### src/rtl/sprdma_pkg.sv
// Shared PPU/CPU definitions used by the sprite DMA block.
// Holds the OAM register addresses and the sprite DMA state encoding.
// Carries no logic of its own.
package sprdma_pkg;

  localparam logic [15:0] ADDR_OAMDMA  = 16'h4014;
  localparam logic [15:0] ADDR_OAMDATA = 16'h2004;

  typedef enum logic [1:0] {
    S_READY    = 2'd0,
    S_ACTIVE   = 2'd1,
    S_COOLDOWN = 2'd2
  } sprdma_state;

endpackage

### src/rtl/sprdma.sv
// Sprite (OAM) DMA: a $4014 write copies page {page,00..FF} to $2004 as 256 read/write beat pairs.
// Latency: the transfer starts on the first CPU read cycle after the trigger and then lasts 512 cycles.
// Flow control: no backpressure; active_out halts the CPU and all outputs are decoded from registered state.
// Ports: clk_in/rst_in (sync, active-high); cpumc_a_in/cpumc_din_in/cpu_r_nw_in carry the CPU bus;
//        cpumc_dout_in carries memory read data; active_out/cpumc_a_out/cpumc_d_out/cpumc_r_nw_out drive the DMA bus.
module sprdma
  import sprdma_pkg::*;
(
  input  logic        clk_in,
  input  logic        rst_in,
  input  logic [15:0] cpumc_a_in,
  input  logic [7:0]  cpumc_din_in,
  input  logic [7:0]  cpumc_dout_in,
  input  logic        cpu_r_nw_in,
  output logic        active_out,
  output logic [15:0] cpumc_a_out,
  output logic [7:0]  cpumc_d_out,
  output logic        cpumc_r_nw_out
);

  sprdma_state state, state_nxt;
  logic [7:0]  page,  page_nxt;
  logic [7:0]  cnt,   cnt_nxt;
  logic        phase, phase_nxt;   // 0 = read beat, 1 = write beat
  logic [7:0]  data,  data_nxt;

  logic oamdma_wr;
  assign oamdma_wr = (cpumc_a_in == ADDR_OAMDMA) && !cpu_r_nw_in;

  always_ff @(posedge clk_in) begin
    if (rst_in) begin
      state <= S_READY;
      page  <= 8'h00;
      cnt   <= 8'h00;
      phase <= 1'b0;
      data  <= 8'h00;
    end else begin
      state <= state_nxt;
      page  <= page_nxt;
      cnt   <= cnt_nxt;
      phase <= phase_nxt;
      data  <= data_nxt;
    end
  end

  // Next-state logic. CPU bus inputs are only consulted outside S_ACTIVE,
  // so a stray $4014 write during a transfer cannot retrigger it.
  always_comb begin
    state_nxt = state;
    page_nxt  = page;
    cnt_nxt   = cnt;
    phase_nxt = phase;
    data_nxt  = data;
    case (state)
      S_READY: begin
        if (oamdma_wr) begin
          page_nxt  = cpumc_din_in;
          cnt_nxt   = 8'h00;
          phase_nxt = 1'b0;
          state_nxt = S_COOLDOWN;
        end
      end
      S_COOLDOWN: begin
        // The CPU may still be finishing its write cycles; take the bus on the first read.
        if (oamdma_wr) page_nxt = cpumc_din_in;
        if (cpu_r_nw_in) state_nxt = S_ACTIVE;
      end
      S_ACTIVE: begin
        if (!phase) begin
          data_nxt  = cpumc_dout_in;
          phase_nxt = 1'b1;
        end else begin
          cnt_nxt   = cnt + 8'd1;
          phase_nxt = 1'b0;
          if (cnt == 8'hFF) state_nxt = S_READY;
        end
      end
      default: state_nxt = S_READY;
    endcase
  end

  // Outputs depend only on registered state.
  always_comb begin
    active_out     = 1'b0;
    cpumc_a_out    = 16'h0000;
    cpumc_d_out    = 8'h00;
    cpumc_r_nw_out = 1'b1;
    if (state == S_ACTIVE) begin
      active_out = 1'b1;
      if (!phase) begin
        cpumc_a_out = {page, cnt};
      end else begin
        cpumc_a_out    = ADDR_OAMDATA;
        cpumc_d_out    = data;
        cpumc_r_nw_out = 1'b0;
      end
    end
  end

endmodule
### config.mk
export PLATFORM = sky130hd
export DESIGN_NAME = sprdma
export DESIGN_NICKNAME = d
export VERILOG_FILES = /design/src/rtl/sprdma_pkg.sv /design/src/rtl/sprdma.sv
export SDC_FILE = /design/constraint.sdc
export NUM_CORES = 1
export LEC_CHECK = 0
export ABC_CLOCK_PERIOD_IN_PS = 2500
export CAP_MARGIN = 20
export CORE_ASPECT_RATIO = 1.4
export CORE_UTILIZATION = 40
export CTS_CLUSTER_SIZE = 25
export DETAILED_ROUTE_END_ITERATION = 8
export DONT_BUFFER_PORTS = 1
export PLACE_DENSITY = 0.56
export SYNTH_ARGS = -nofsm -noshare
export SYNTH_HDL_FRONTEND = slang
export SYNTH_SLANG_ARGS = --single-unit
### constraint.sdc
create_clock -name clk_in -period 2.5 [get_ports clk_in]
set_input_delay 0.5 -clock clk_in [delete_from_list [all_inputs] [get_ports clk_in]]
set_output_delay 0.5 -clock clk_in [all_outputs]
set_load 0.05 [all_outputs]
### Word level (Yosys, flattened, before mapping)

Cells that the tools add are included.

* flip-flop bits (word level): 27
* input port bits: 35
* output and inout bits: 26

* bitwise logic cells: 1
* equal/unequal tests: 8
* add/subtract/negate cells: 1
* reductions and logical operators: 10
* mux-type cells: 17

Operators with widths (number)
* 16-bit 2-to-1 mux: 2
* 8-bit 2-to-1 mux: 4
* 16-bit by 15-bit == test with 1-bit output, second input constant: 1
* 8-bit one-hot mux with 2 select lines: 1
* 8-bit by 1-bit adder with 8-bit output, second input constant: 1
* 8-bit == test, second input constant: 1
* 2-bit 2-to-1 mux: 4
* 2-bit != test, second input constant: 4
* 2-bit one-hot mux with 3 select lines: 1
* 2-bit AND reduction: 3
* 1-bit 2-to-1 mux: 4
* 4-bit AND reduction: 1
* 3-bit AND reduction: 1
* 2-bit by 1-bit == test with 1-bit output, second input constant: 1
* 2-bit == test, second input constant: 1
* 2-bit logical NOT: 1
* 1-bit one-hot mux with 2 select lines: 1
* 2-bit nonzero test: 1
* 2-bit OR reduction: 1
* 1-bit logical AND: 1
* 1-bit logical NOT: 1
* 1-bit NOT: 1

### Longest topological paths before layout

* word-level depth: 4
* mapped depth: 6
* mapped depth without buffers: 5

### Least setup slack after synthesis

Ideal clock, no wire load.

* path type: reg2out
* start point: reg state[0]
* end point: out cpumc_a_out[1]
* data arrival time: 1.803 ns
* setup slack: 0.197 ns
* required time: 2.000 ns
* buffers on the path: 1
* stages on the path, launching flop included: 6
* cell sequence: dfxtp_1 nand2b_1 inv_2 nand2b_1 clkbuf_1 nor2_1

* cells in the longest elaborated chain, start to end: 2

RTL lines
* start: declaration: line sprdma.sv:21 `sprdma_state state, state_nxt;`
* start signal: assignment: line sprdma.sv:38 `state <= state_nxt;`
* 2-bit by 1-bit == test with 1-bit output: line sprdma.sv:88 `if (state == S_ACTIVE) begin`
* 16-bit 2-to-1 mux: line sprdma.sv:88
* end: declaration: line sprdma.sv:16 `output logic [15:0] cpumc_a_out,`

Every way passes these cells.

### Final worst setup path

* start point: reg state[0]
* end point: out cpumc_a_out[3]

Same word-level chain as after synthesis.

==> flow_metrics.py <==
metrics = {
    "timing": {
        "setup_slack_ns": 0.205,
        "fin_crit_sh_pct": 91.8,
        "finalClockSkew_ns": 0.00121,
        "hold_viol": 0,
        "max_freq_mhz": 436,
        "timing.final.crit_period_ns": 2.30,
        "setup_viol": 0,
        "slew_headroom_pct": 63.4,
        "worst_pin_slew_ns": 0.546,
        "rsz0062_at_grt": "false",
        "fin_tns_setup_ns": 0,
        "drv_slew": 0,
        "hold-worst-slack_ns": 0.290,
    },
    "logic_synthesis": {
        "synth_common_cells": "dfxtp_1 (27), a21oi_1 (19), nand2_1 (18), and2_1 (17), nand3_1 (17)",
        "synth_edf_count": 0,
        "yosysUniqueCellTypes": 33,
        "synth_top_cell_by_area": "dfxtp_1",
        "ys_warn_count": 0,
        "synth_async_sr_flop_share_pct": 0,
        "yosys.cell_count.top_type": "dfxtp_1",
        "synth_top_cell_area_share_pct": 39.9,
        "syn_area_mm2": 0.00136,
        "syn_avg_cell_area_um2": 7.62,
        "yosysSeqAreaShare_pct": 39.9,
        "synth_nets": 214,
        "ys.flop_type": "dfxtp_1",
        "yosys-top-cells-area": "dfxtp_1 (40%), and2_1 (7.8%), a21oi_1 (7.0%), nand3_1 (6.3%), nand2_1 (5.0%)",
        "postSynthCellCount": 178,
        "synth-seq-cells": 27,
    },
    "floorplanning": {
        "ios": 61,
        "row_count": 24,
        "start_util_pct": 42.6,
        "die_w_um": 51.2,
        "die-area_mm2": 0.00363,
        "die_h_um": 70.9,
        "core_region_area_mm2": 0.00318,
    },
    "setup_path": {
        "worstSetupPathType": "register to primary output",
        "endpoint_kind": "primary output",
        "cp.required_ns": 2.00,
        "crit_path_max_fanout": 13,
        "crit_chain": "nand2b_1, inv_2, nand2b_2, nor2_1, buf_4",
        "cp.arrival_ns": 1.80,
        "max_stage_delay_ns": 0.49,
        "cp_top_family": "simple AND/OR/NAND/NOR gates",
        "start_kind": "register",
        "crit_path_top_delay_cell": "dfxtp_1",
        "crit_buf_inv": 2,
    },
    "placement": {
        "placed_cells": 230,
        "place.gp.congestion": 0.757,
        "hpwl_um": 2480,
        "io_buffer_count": 0,
        "place_ws_ns": 0.357,
    },
    "job": {
        "cap_violations": 0,
    },
    "cts": {
        "tritoncts": "yes",
        "cts_resized": 0,
        "cts_buffers": 3,
        "htree_num_levels": 1,
        "cts_sinks": 27,
        "insertion_delay_ns": 0.27,
        "post-cts-setup-buffers": 0,
        "cts-root-buf": "clkbuf_8",
        "hold_buffers": 0,
        "clk_pin_slew_worst_paths_ns": 0.09,
        "cts.path.max_buffers": 2,
    },
    "routing": {
        "drt_iter0_markers": 40,
        "wl_per_cell_um": 13.7,
        "drc": 0,
        "ant_nets": 0,
        "viasPerCell": 5.56,
        "vias": 1300,
        "drt_first_pass_iters": 4,
        "finalWirelength_um": 3220,
    },
    "final_layout": {
        "drive_above_1_share_pct": 16.9,
        "regArea_um2": 541,
        "area_growth_pct": 25.1,
        "instances_no_fill": 234,
        "multi_input_area_um2": 758,
        "num_antenna_cells": 0,
        "layout.nets": 232,
        "fill_cells": 305,
        "post-route-util_pct": 53.3,
    },
    "power_and_ir_drop": {
        "vdd_drop_max_mv": 0.289,
        "cellLeakagePower_nw": 0.552,
        "power_density_mw_per_mm2": 404,
    },
    "run_status": {
        "status": "finished, final reports clean",
    },
    "grt": {
        "grt-ovfl-total": 0,
        "grt_pass1_wl_um": 5350,
        "grt_usage_pct": 18.9,
        "antenna_found_initial": 0,
        "grt_pass1_vias": 1252,
        "grt_max_degree": 26,
    },
    "hold_path": {
        "worstHoldPathType": "primary input to register",
    },
}
final timing paths:
check | depth (start not counted) | from | to | slack, ns
min reg2reg | 2 | data[3] | data[3] | 0.45
max reg2reg | 4 | state[0] | cnt[7] | 0.87
max | 5 | state[0] | cpumc_a_out[3] | 0.20
min | 1 | rst_in | phase | 0.29
layout by cell type, fill, tap and decap left out, types with 4 or more instances in the layout:
master,instances
nand2_1,18
nand3_1,17
inv_1,5
o21ai_1,13
nor3_1,5
buf_12,9
buf_4,12
or3_1,4
and2_1,17
a21oi_1,19
nor2_1,14
dfxtp_1,27
per-stage QoR:
step | instance area, µm² | power [W]
6_report | 1700 | 0.000686
5_1_grt | 1700 | 0.000715
4_1_cts | 1690 | 0.000699
3_5_place_dp | 1650 | 0.000449
3_3_place_gp | 1650 | 0.000449
2_1_floorplan | 1360 | 0.000452
flip-flops by register name, indices dropped and copies added, names as in the netlist:
register and flops:
page 8, cnt 8, phase 1, data 8, state 2
routing by layer:
layer / track usage [%] / vias up / routed length (µm)
met5: 0 / - / 0
met4: 6.31 / 0 / 36
met3: 3.44 / 4 / 184
met2: 35.5 / 48 / 1660
met1: 20.7 / 593 / 1340
li1: - / 655 / -
cells by family (layout without fill, tap and decap cells):
kind of cell | after synthesis | in the layout | synth area share (%)
compound gates | 40 | 40 | 16.6
xor+xnor | 1 | 1 | 0.646
fa+ha+maj | 1 | 1 | 0.922
buf+inv | 16 | 33 | 4.43
flops | 27 | 27 | 39.9
mux | 1 | 1 | 0.738
simple gates | 92 | 92 | 36.8
report_power, final:
part | internal [W] | switching (W)
logic | 0.00000471 | 0.00000477
registers | 0.000430 | 0.00000000115
clock network | 0.000113 | 0.000134
worst reg2reg max path, stage by stage, from the launching register on:
cell and delay (ns):
dfxtp_1 0.49, and3b_1 0.45, nand3_1 0.15, or4_1 0.41
o21ai_1 0.09
final cells by class:
type | instances | share of cell area [%]
clock inverters | 1 | 0.442
flip-flops and latches | 27 | 31.9
multi-input cells | 135 | 44.7
repair buffers | 21 | 15.9
clock buffers | 3 | 2.43
inverters | 8 | 1.77
well taps | 39 | 2.88
Note: power is estimated with default switching activity, not from simulation.
